$ cat src/rtl/tower_command_ctrl.sv
// Player command initiator for the 8-slot tower grid: key edge detection, cursor and
// type selection, build/sell validation, command strobes, occupancy map and gold.
module tower_command_ctrl #(
  parameter int START_GOLD   = 200,
  parameter int COST_UNIT    = 50,
  parameter int MAX_TYPE     = 3,
  parameter int GOLD_W       = 12,
  parameter int COOLDOWN_CYC = 2
) (
  input  logic              Clk,
  input  logic              Reset,
  input  logic              key_left,
  input  logic              key_right,
  input  logic              key_type,
  input  logic              key_build,
  input  logic              key_sell,
  input  logic              reward_valid,
  input  logic [7:0]        reward_amount,
  output logic              command_tw,
  output logic              build,
  output logic              sell,
  output logic [2:0]        build_location,
  output logic [2:0]        build_type,
  output logic [2:0]        cursor_location,
  output logic [2:0]        sel_type,
  output logic [7:0]        slot_occupied,
  output logic [GOLD_W-1:0] gold,
  output logic              reject,
  output logic [1:0]        fsm_state
);

  localparam int SUM_W = GOLD_W + 2;
  localparam int CD_W  = (COOLDOWN_CYC < 2) ? 1 : $clog2(COOLDOWN_CYC + 1);

  typedef enum logic [1:0] {IDLE, VALIDATE, ISSUE, COOLDOWN} state_t;

  state_t          state, next_state;
  logic [4:0]      key_now, key_q, key_prev, pressed;
  logic            press_left, press_right, press_type, press_build, press_sell;
  logic            op_build, accept;
  logic [2:0]      loc, typ;
  logic [7:0][2:0] slot_type;
  logic [CD_W-1:0] cd_cnt;
  logic [SUM_W-1:0] debit, credit, bonus, gold_sum;
  logic [GOLD_W-1:0] gold_next;

  function automatic logic [GOLD_W-1:0] cost_of(input logic [2:0] t);
    return GOLD_W'(COST_UNIT * int'(t));
  endfunction

  // History resets to 1 so a key held through reset release never counts as a press.
  assign key_now = {key_sell, key_build, key_type, key_right, key_left};

  always_ff @(posedge Clk or posedge Reset) begin
    if (Reset) begin
      key_q    <= '1;
      key_prev <= '1;
    end else begin
      key_q    <= key_now;
      key_prev <= key_q;
    end
  end

  assign pressed     = key_q & ~key_prev;
  assign press_left  = pressed[0];
  assign press_right = pressed[1];
  assign press_type  = pressed[2];
  assign press_build = pressed[3];
  assign press_sell  = pressed[4];

  always_ff @(posedge Clk or posedge Reset) begin
    if (Reset) begin
      cursor_location <= 3'd0;
      sel_type        <= 3'd1;
    end else begin
      if (press_left && !press_right)
        cursor_location <= cursor_location - 3'd1;
      else if (press_right && !press_left)
        cursor_location <= cursor_location + 3'd1;
      if (press_type)
        sel_type <= (sel_type == 3'(MAX_TYPE)) ? 3'd1 : sel_type + 3'd1;
    end
  end

  // Request latch: a lone build or sell press in IDLE captures the operation.
  always_ff @(posedge Clk or posedge Reset) begin
    if (Reset) begin
      op_build <= 1'b0;
      loc      <= 3'd0;
      typ      <= 3'd0;
    end else if (state == IDLE && (press_build ^ press_sell)) begin
      op_build <= press_build;
      loc      <= cursor_location;
      typ      <= sel_type;
    end
  end

  assign accept = op_build ? (!slot_occupied[loc] && gold >= cost_of(typ))
                           : slot_occupied[loc];

  always_ff @(posedge Clk or posedge Reset) begin
    if (Reset) state <= IDLE;
    else       state <= next_state;
  end

  // Strobe protocol: command_tw is high for exactly one cycle (ISSUE); build/sell are
  // only meaningful with it, build_location/build_type are stable from that cycle on.
  always_comb begin
    next_state = state;
    command_tw = 1'b0;
    build      = 1'b0;
    sell       = 1'b0;
    reject     = 1'b0;
    case (state)
      IDLE: begin
        if (press_build && press_sell)     reject     = 1'b1;
        else if (press_build || press_sell) next_state = VALIDATE;
      end
      VALIDATE: begin
        if (accept) begin
          next_state = ISSUE;
        end else begin
          reject     = 1'b1;
          next_state = IDLE;
        end
      end
      ISSUE: begin
        command_tw = 1'b1;
        build      = op_build;
        sell       = !op_build;
        next_state = COOLDOWN;
      end
      COOLDOWN: begin
        if (cd_cnt == '0) next_state = IDLE;
      end
      default: next_state = IDLE;
    endcase
  end

  assign fsm_state = state;

  always_ff @(posedge Clk or posedge Reset) begin
    if (Reset) begin
      cd_cnt <= '0;
    end else if (state == ISSUE) begin
      cd_cnt <= CD_W'(COOLDOWN_CYC - 1);
    end else if (state == COOLDOWN && cd_cnt != '0) begin
      cd_cnt <= cd_cnt - 1'b1;
    end
  end

  always_ff @(posedge Clk or posedge Reset) begin
    if (Reset) begin
      build_location <= 3'd0;
      build_type     <= 3'd0;
    end else if (state == VALIDATE && accept) begin
      build_location <= loc;
      build_type     <= op_build ? typ : slot_type[loc];
    end
  end

  // Debit, credit and any reward land in one combined, saturated update.
  always_comb begin
    debit  = (state == ISSUE && op_build)  ? SUM_W'(cost_of(typ)) : '0;
    credit = (state == ISSUE && !op_build) ? SUM_W'(cost_of(slot_type[loc]) >> 1) : '0;
    bonus  = reward_valid ? SUM_W'(reward_amount) : '0;
    gold_sum = SUM_W'(gold) - debit + credit + bonus;
    if (gold_sum[SUM_W-1])
      gold_next = '0;
    else if (gold_sum[SUM_W-2:GOLD_W] != '0)
      gold_next = '1;
    else
      gold_next = gold_sum[GOLD_W-1:0];
  end

  always_ff @(posedge Clk or posedge Reset) begin
    if (Reset) begin
      gold          <= GOLD_W'(START_GOLD);
      slot_occupied <= 8'h00;
      slot_type     <= '0;
    end else begin
      gold <= gold_next;
      if (state == ISSUE) begin
        if (op_build) begin
          slot_occupied[loc] <= 1'b1;
          slot_type[loc]     <= typ;
        end else begin
          slot_occupied[loc] <= 1'b0;
          slot_type[loc]     <= 3'd0;
        end
      end
    end
  end

endmodule

$ cat config.mk
export PLATFORM = sky130hd
export DESIGN_NAME = tower_command_ctrl
export DESIGN_NICKNAME = d
export VERILOG_FILES = /design/src/rtl/tower_command_ctrl.sv
export SDC_FILE = /design/constraint.sdc
export NUM_CORES = 1
export LEC_CHECK = 0
export CAP_MARGIN = 0
export CORE_UTILIZATION = 51
export CTS_CLUSTER_SIZE = 25
export DETAILED_ROUTE_END_ITERATION = 16
export GPL_TIMING_DRIVEN = 0
export PLACE_DENSITY = 0.76
export REMOVE_ABC_BUFFERS = 1
export SLEW_MARGIN = 20
export SYNTH_ARGS = -nofsm -noshare
export SYNTH_HDL_FRONTEND = slang
export SYNTH_SLANG_ARGS = --single-unit
$ cat constraint.sdc
create_clock -name Clk -period 4.57 [get_ports Clk]
set_input_delay 0.914 -clock Clk [delete_from_list [all_inputs] [get_ports Clk]]
set_output_delay 0.914 -clock Clk [all_outputs]
set_load 0.01 [all_outputs]
* Word-level counts from Yosys, hierarchy flattened *
Cells that the tools add are included.

cells by class
  eq/ne operators = 7
  mux-type cells = 34
  $mul = 2
  add/sub/neg operators = 7
  reductions and logical operators = 21
  magnitude comparators = 3
  bitwise logic cells = 8

operator list
  cell                                                               count
  24-bit bitwise AND                                                 1
  24-bit bitwise mux                                                 1
  12-bit 2-to-1 mux                                                  2
  24-bit 2-to-1 mux                                                  1
  8-bit 2-to-1 mux                                                   3
  24-bit NOT                                                         1
  3-bit 2-to-1 mux                                                   6
  5-bit by 3-bit multiplier with 8-bit output, first input constant  2
  13-bit by 9-bit adder with 14-bit output                           1
  14-bit by 8-bit adder with 14-bit output                           1
  12-bit by 9-bit subtractor with 13-bit output                      1
  12-bit greater-or-equal comparator                                 1
  2-bit 2-to-1 mux                                                   6
  1-bit logical AND                                                  10
  3-bit binary-select mux with 3-bit select                          1
  3-bit demux with 3-bit select                                      1
  9-bit 2-to-1 mux                                                   1
  8-bit bitwise AND                                                  1
  1-bit 2-to-1 mux                                                   8
  8-bit NOT                                                          1
  8-bit bitwise OR                                                   1
  2-bit case mux with 4 select lines                                 1
  3-bit by 1-bit adder with 3-bit output, second input constant      2
  2-bit nonzero test                                                 3
  19 further kinds                                                   25

word-level totals
  word-level logic and storage cells = 103
  flip-flop bits (word level) = 77
  output and inout port bits = 38
  input bits = 16

* Longest topological paths before layout *
  word-level depth = 8
  depth in mapped cells = 21
  mapped depth without buffers = 20

* Worst setup path before layout *
OpenSTA, ideal clock, no wires.

  kind = flip-flop to flip-flop
  start = register (tool-made name)
  end = register gold[0]
  path slack = 304 ps
  cell stages (with the launch flop) = 20
  data required time = 4451 ps
  period minus slack after synthesis = 4266 ps
  data arrival time = 4148 ps
  setup time = 119 ps
  path buffers = 3
  cell sequence = dfrtp_1 > buf_2 > nand2_1 > inv_2 > and2_1 > clkbuf_1 > nand2_1 > ha_1 > nand2_1 > nor3_1 > nand2b_1 > xnor2_1 > fa_1 > inv_1 > ha_1 > or3_1 > o21a_1 > a211o_2 > buf_2 > o21a_1

RTL lines
  element                 line  RTL
  end signal: assignment  178   gold <= GOLD_W'(START_GOLD);
  end signal: assignment  182   gold <= gold_next;
  end: declaration        27    output logic [GOLD_W-1:0] gold,

* Worst setup path in the final report *
  start = register op_build
  end = register gold[2]

between the ends
  longest elaborated chain between the ends = 7
  elaborated cells on any way between the ends = 10
  those cells by class = add/sub: 3; mux: 4; reduce/logical: 3

ends and longest elaborated chain
  element                                                                            line      RTL
  start: declaration                                                                 40        logic op_build, accept;
  start signal: assignment                                                           92        op_build <= press_build;
  1-bit logical AND or 1-bit zero test (tied branches)                               164, 165
  9-bit 2-to-1 mux or 1-bit logical AND (tied branches)                              164, 165
  12-bit by 9-bit subtractor with 13-bit output or 8-bit 2-to-1 mux (tied branches)  167, 165
  13-bit by 9-bit adder with 14-bit output (*)                                       167       gold_sum = SUM_W'(gold) - debit + credit + bonus;
  14-bit by 8-bit adder with 14-bit output (*)                                       167
  12-bit 2-to-1 mux                                                                  170       else if (gold_sum[SUM_W-2:GOLD_W] != '0)
  12-bit 2-to-1 mux (*)                                                              168       if (gold_sum[SUM_W-1])
  via gold_next[2]                                                                   45        logic [GOLD_W-1:0] gold_next;

The timed path passes the listed nets; every way through them passes the cells marked *.
A chain may end at the register's enable or synchronous reset.

==> results by group <==
Worst setup path
  – Critical path endpoint category: flip-flop
  – Number of cells on the critical path: 16
  – Crit path required time: 4.83 ns
  – Setup CP Type: flip-flop to flip-flop
  – Sequence of cells on the critical path: and2_1 -> nand2_1 -> ha_1 -> a21oi_2 -> nand2_1 -> maj3_1 -> a21oi_1 -> xor2_1 -> fa_1 -> inv_1 -> ha_1 -> or3_1 -> o21a_2 -> a211o_4 -> buf_12 -> o21a_1
  – Peak fanout along the critical path: 13
  – Max stage delay on crit path: 0.54 ns
  – Critical Path AT: 4.66 ns
  – Reg2Reg Depth: 16
  – Critical Path Start Type: flip-flop
  – Crit-path slowest cell: dfrtp_4
  – Crit path max-delay family: adder cells
  – Crit path buf inv count: 2

CTS
  – TritonCTS clock tree: built
  – Cts bufs inserted: 9
  – Root Buffer: clkbuf_8
  – Num Clock Sinks: 77
  – H-tree levels: 3
  – Clock slew at the register clock pins of the worst setup and hold paths: 0.08 ns
  – Worst skew pair latency: 0.38 ns
  – Bufs on Longest Clock Path: 2

Drt
  – TritonRoute pass-1 iters: 4
  – Routed Wire Length: 10.93 mm
  – Avg WL per Cell: 17.00 um
  – Remaining DRCs: 0
  – Vias: 3606
  – Via/cell ratio: 5.608
  – Final ANT Viol Nets: 0
  – Number of DRC markers in iteration 0: 134

Synth
  – Post-Syn Area: 4782 um^2
  – Register area share after synthesis: 40.66%
  – Yosys cell types: 59
  – Post-synthesis register bit count: 77
  – Post-synthesis adder-cell area fraction: 14.50%
  – Ys async rst share: 100.0%
  – Synthesized area per cell: 10.28 um^2
  – Post-Synth Simple-Gate Area: 12.74%
  – Ys Warns: 0
  – Multiplexer area fraction after synthesis: 10.94%
  – Post-synth EDFFs: 0
  – Largest family of logic cells by synthesized area: adder cells
  – Synth Area in XOR/XNOR: 3.114%
  – Synth Instances: 465
  – Synth Area in Compound Gates: 12.66%
  – Most common flop cell mapped by yosys: dfrtp_1

GRT
  – Busiest grt layer: met2
  – Vias in the first global route: 3642
  – GR Util met1: 32.18%
  – Global route total overflow: 0
  – Grt met2 use: 40.18%
  – Largest net degree at the start of global routing: 54
  – First-pass GRT wire length: 17.93 mm
  – M3 GR Usage: 3.617%
  – Antenna violations before repair: 0
  – Tot GR Track Use: 23.88%

STA
  – Hold_ws: 0.3664 ns
  – F_max: 0.2274 GHz
  – Period utilization: 96.21%
  – Final hold vios: 0
  – Worst Max-Slew Pin Slew: 0.8359 ns
  – Fin crit period: 4.397 ns
  – Setup violators final: 0
  – Worst slew margin: 43.85%
  – Setup TNS Final: 0 ns
  – Max-slew violation count: 0
  – Clock skew: 0.01478 ns

Finish
  – P&R area growth vs syn: 22.08%
  – Filler Cells Inserted: 702
  – Ant diodes: 0
  – Finished Core Util: 65.66%
  – Register area: 1959 um^2
  – Multi-input logic area: 2641 um^2
  – Layout net count: 594
  – Ratio of cells with drive above 1 in the final layout: 19.63%
  – Final non-filler cell area: 5838 um^2

Flow run
  – Max Cap Violations: 0

Die
  – Die H: 98.84 um
  – Initial Util: 53.79%
  – DIE WIDTH: 98.84 um
  – Io pins: 54
  – Die area: 9768 um^2
  – Core area: 8891 um^2
  – Row count: 34

Place
  – Hpwl dp: 7.758 mm
  – I/O Buffers: 53
  – Post-DP Area: 5400 um^2
  – Final GP Congestion: 0.8511

Power and ir drop
  – Max VDD drop: 0.5086 mV
  – P_leak: 2.694 nW
  – Pwr dens: 755.8 nW/um^2
  – Post-layout power: 4.412 mW

Hold path
  – Hold path cells: 0
  – Min-Delay Path Class: flip-flop to flip-flop

Run status
  – Status: finished clean
cells in the final DEF, fill, tap and decap left out, types with 6 or more instances in the layout:
master and n:
a21oi_1 13, buf_4 15, clkbuf_8 9, clkdlybuf4s50_1 53
dfrtp_1 57, dfstp_2 14, fa_1 11, ha_1 37
inv_1 45, mux2_1 8, mux2_2 26, nand2_1 49
nand2b_1 9, nand3_1 6, nor2_1 24, nor2b_1 7
o21a_1 11, o21ai_0 28, xnor2_1 11, xor2_1 6
synth_stat cells (all sizes together) (5+ instances only):
cell / n / area (um^2)
nor3: 5 / 25.02
o21ai: 35 / 186.4
nor2: 24 / 90.09
nand2: 50 / 187.7
nand3: 6 / 30.03
nand2b: 9 / 56.30
ha: 37 / 462.9
clkbuf: 7 / 26.28
a221oi: 5 / 50.04
buf: 9 / 51.30
o21a: 13 / 105.1
xnor2: 11 / 96.34
a21oi: 14 / 70.07
and2: 7 / 46.30
mux2: 34 / 382.9
xor2: 6 / 52.55
mux2i: 5 / 50.05
fa: 11 / 220.2
dfrtp: 63 / 1577
inv: 48 / 180.2
nor2b: 7 / 43.79
dfstp: 14 / 367.9
final timing paths:
path | start | endpoint | slack [ns]
setup / recovery | op_build | gold[2] | 0.17
hold / removal | key_q[2] | key_prev[2] | 0.37
setup reg to reg | op_build | gold[2] | 0.17
hold reg to reg | key_q[2] | key_prev[2] | 0.37
max in group asynchronous | Reset | op_build | 3.14
min in group asynchronous | Reset | gold[10] | 0.86
metrics by stage:
step	setup slack, ns	cells
2_1_floorplan	0.2311	449
3_3_place_gp	-0.2927	610
3_5_place_dp	-0.4186	611
4_1_cts	0.01375	633
5_1_grt	-0.01316	643
6_report	0.1732	643
kinds of logic after synthesis:
family / after synthesis
XOR/XNOR: 17
AND/OR/NAND/NOR: 124
buffers and inverters: 64
flip-flops: 77
adder cells (fa/ha/maj): 49
AO/OA/AOI/OAI: 91
multiplexers: 43
per-layer routing:
layer	part of all wire, %	vias up
li1	-	1742
met1	45	1770
met2	50	84
met3	3.6	10
met4	0.99	0
met5	0	-
report_power, final:
group / internal (mW) / switching [mW] / leakage (nW)
clock: 0.316 / 0.291 / 0.112
combinational: 1.29 / 1.30 / 1.63
sequential: 0.944 / 0.273 / 0.957
timing repair:
| action | in CTS | in global routing |
|---|---|---|
| hold buffers | 0 | 0 |
| pin swaps | 0 | 3 |
| endpoints found under the setup margin | 12 | 12 |
| buffers inserted | 6 | 10 |
| resized for setup | 10 | 12 |
final cells by class:
| cell class | instances | area share [%] |
|---|---|---|
| sequential | 77 | 33.56 |
| inverter | 48 | 3.129 |
| clock inverter | 7 | 1.800 |
| multi-input combinational | 324 | 45.24 |
| tap | 108 | 2.315 |
| timing repair buffer | 70 | 11.83 |
| clock buffer | 9 | 2.122 |
No activity file was read; power rests on OpenSTA's default activity.
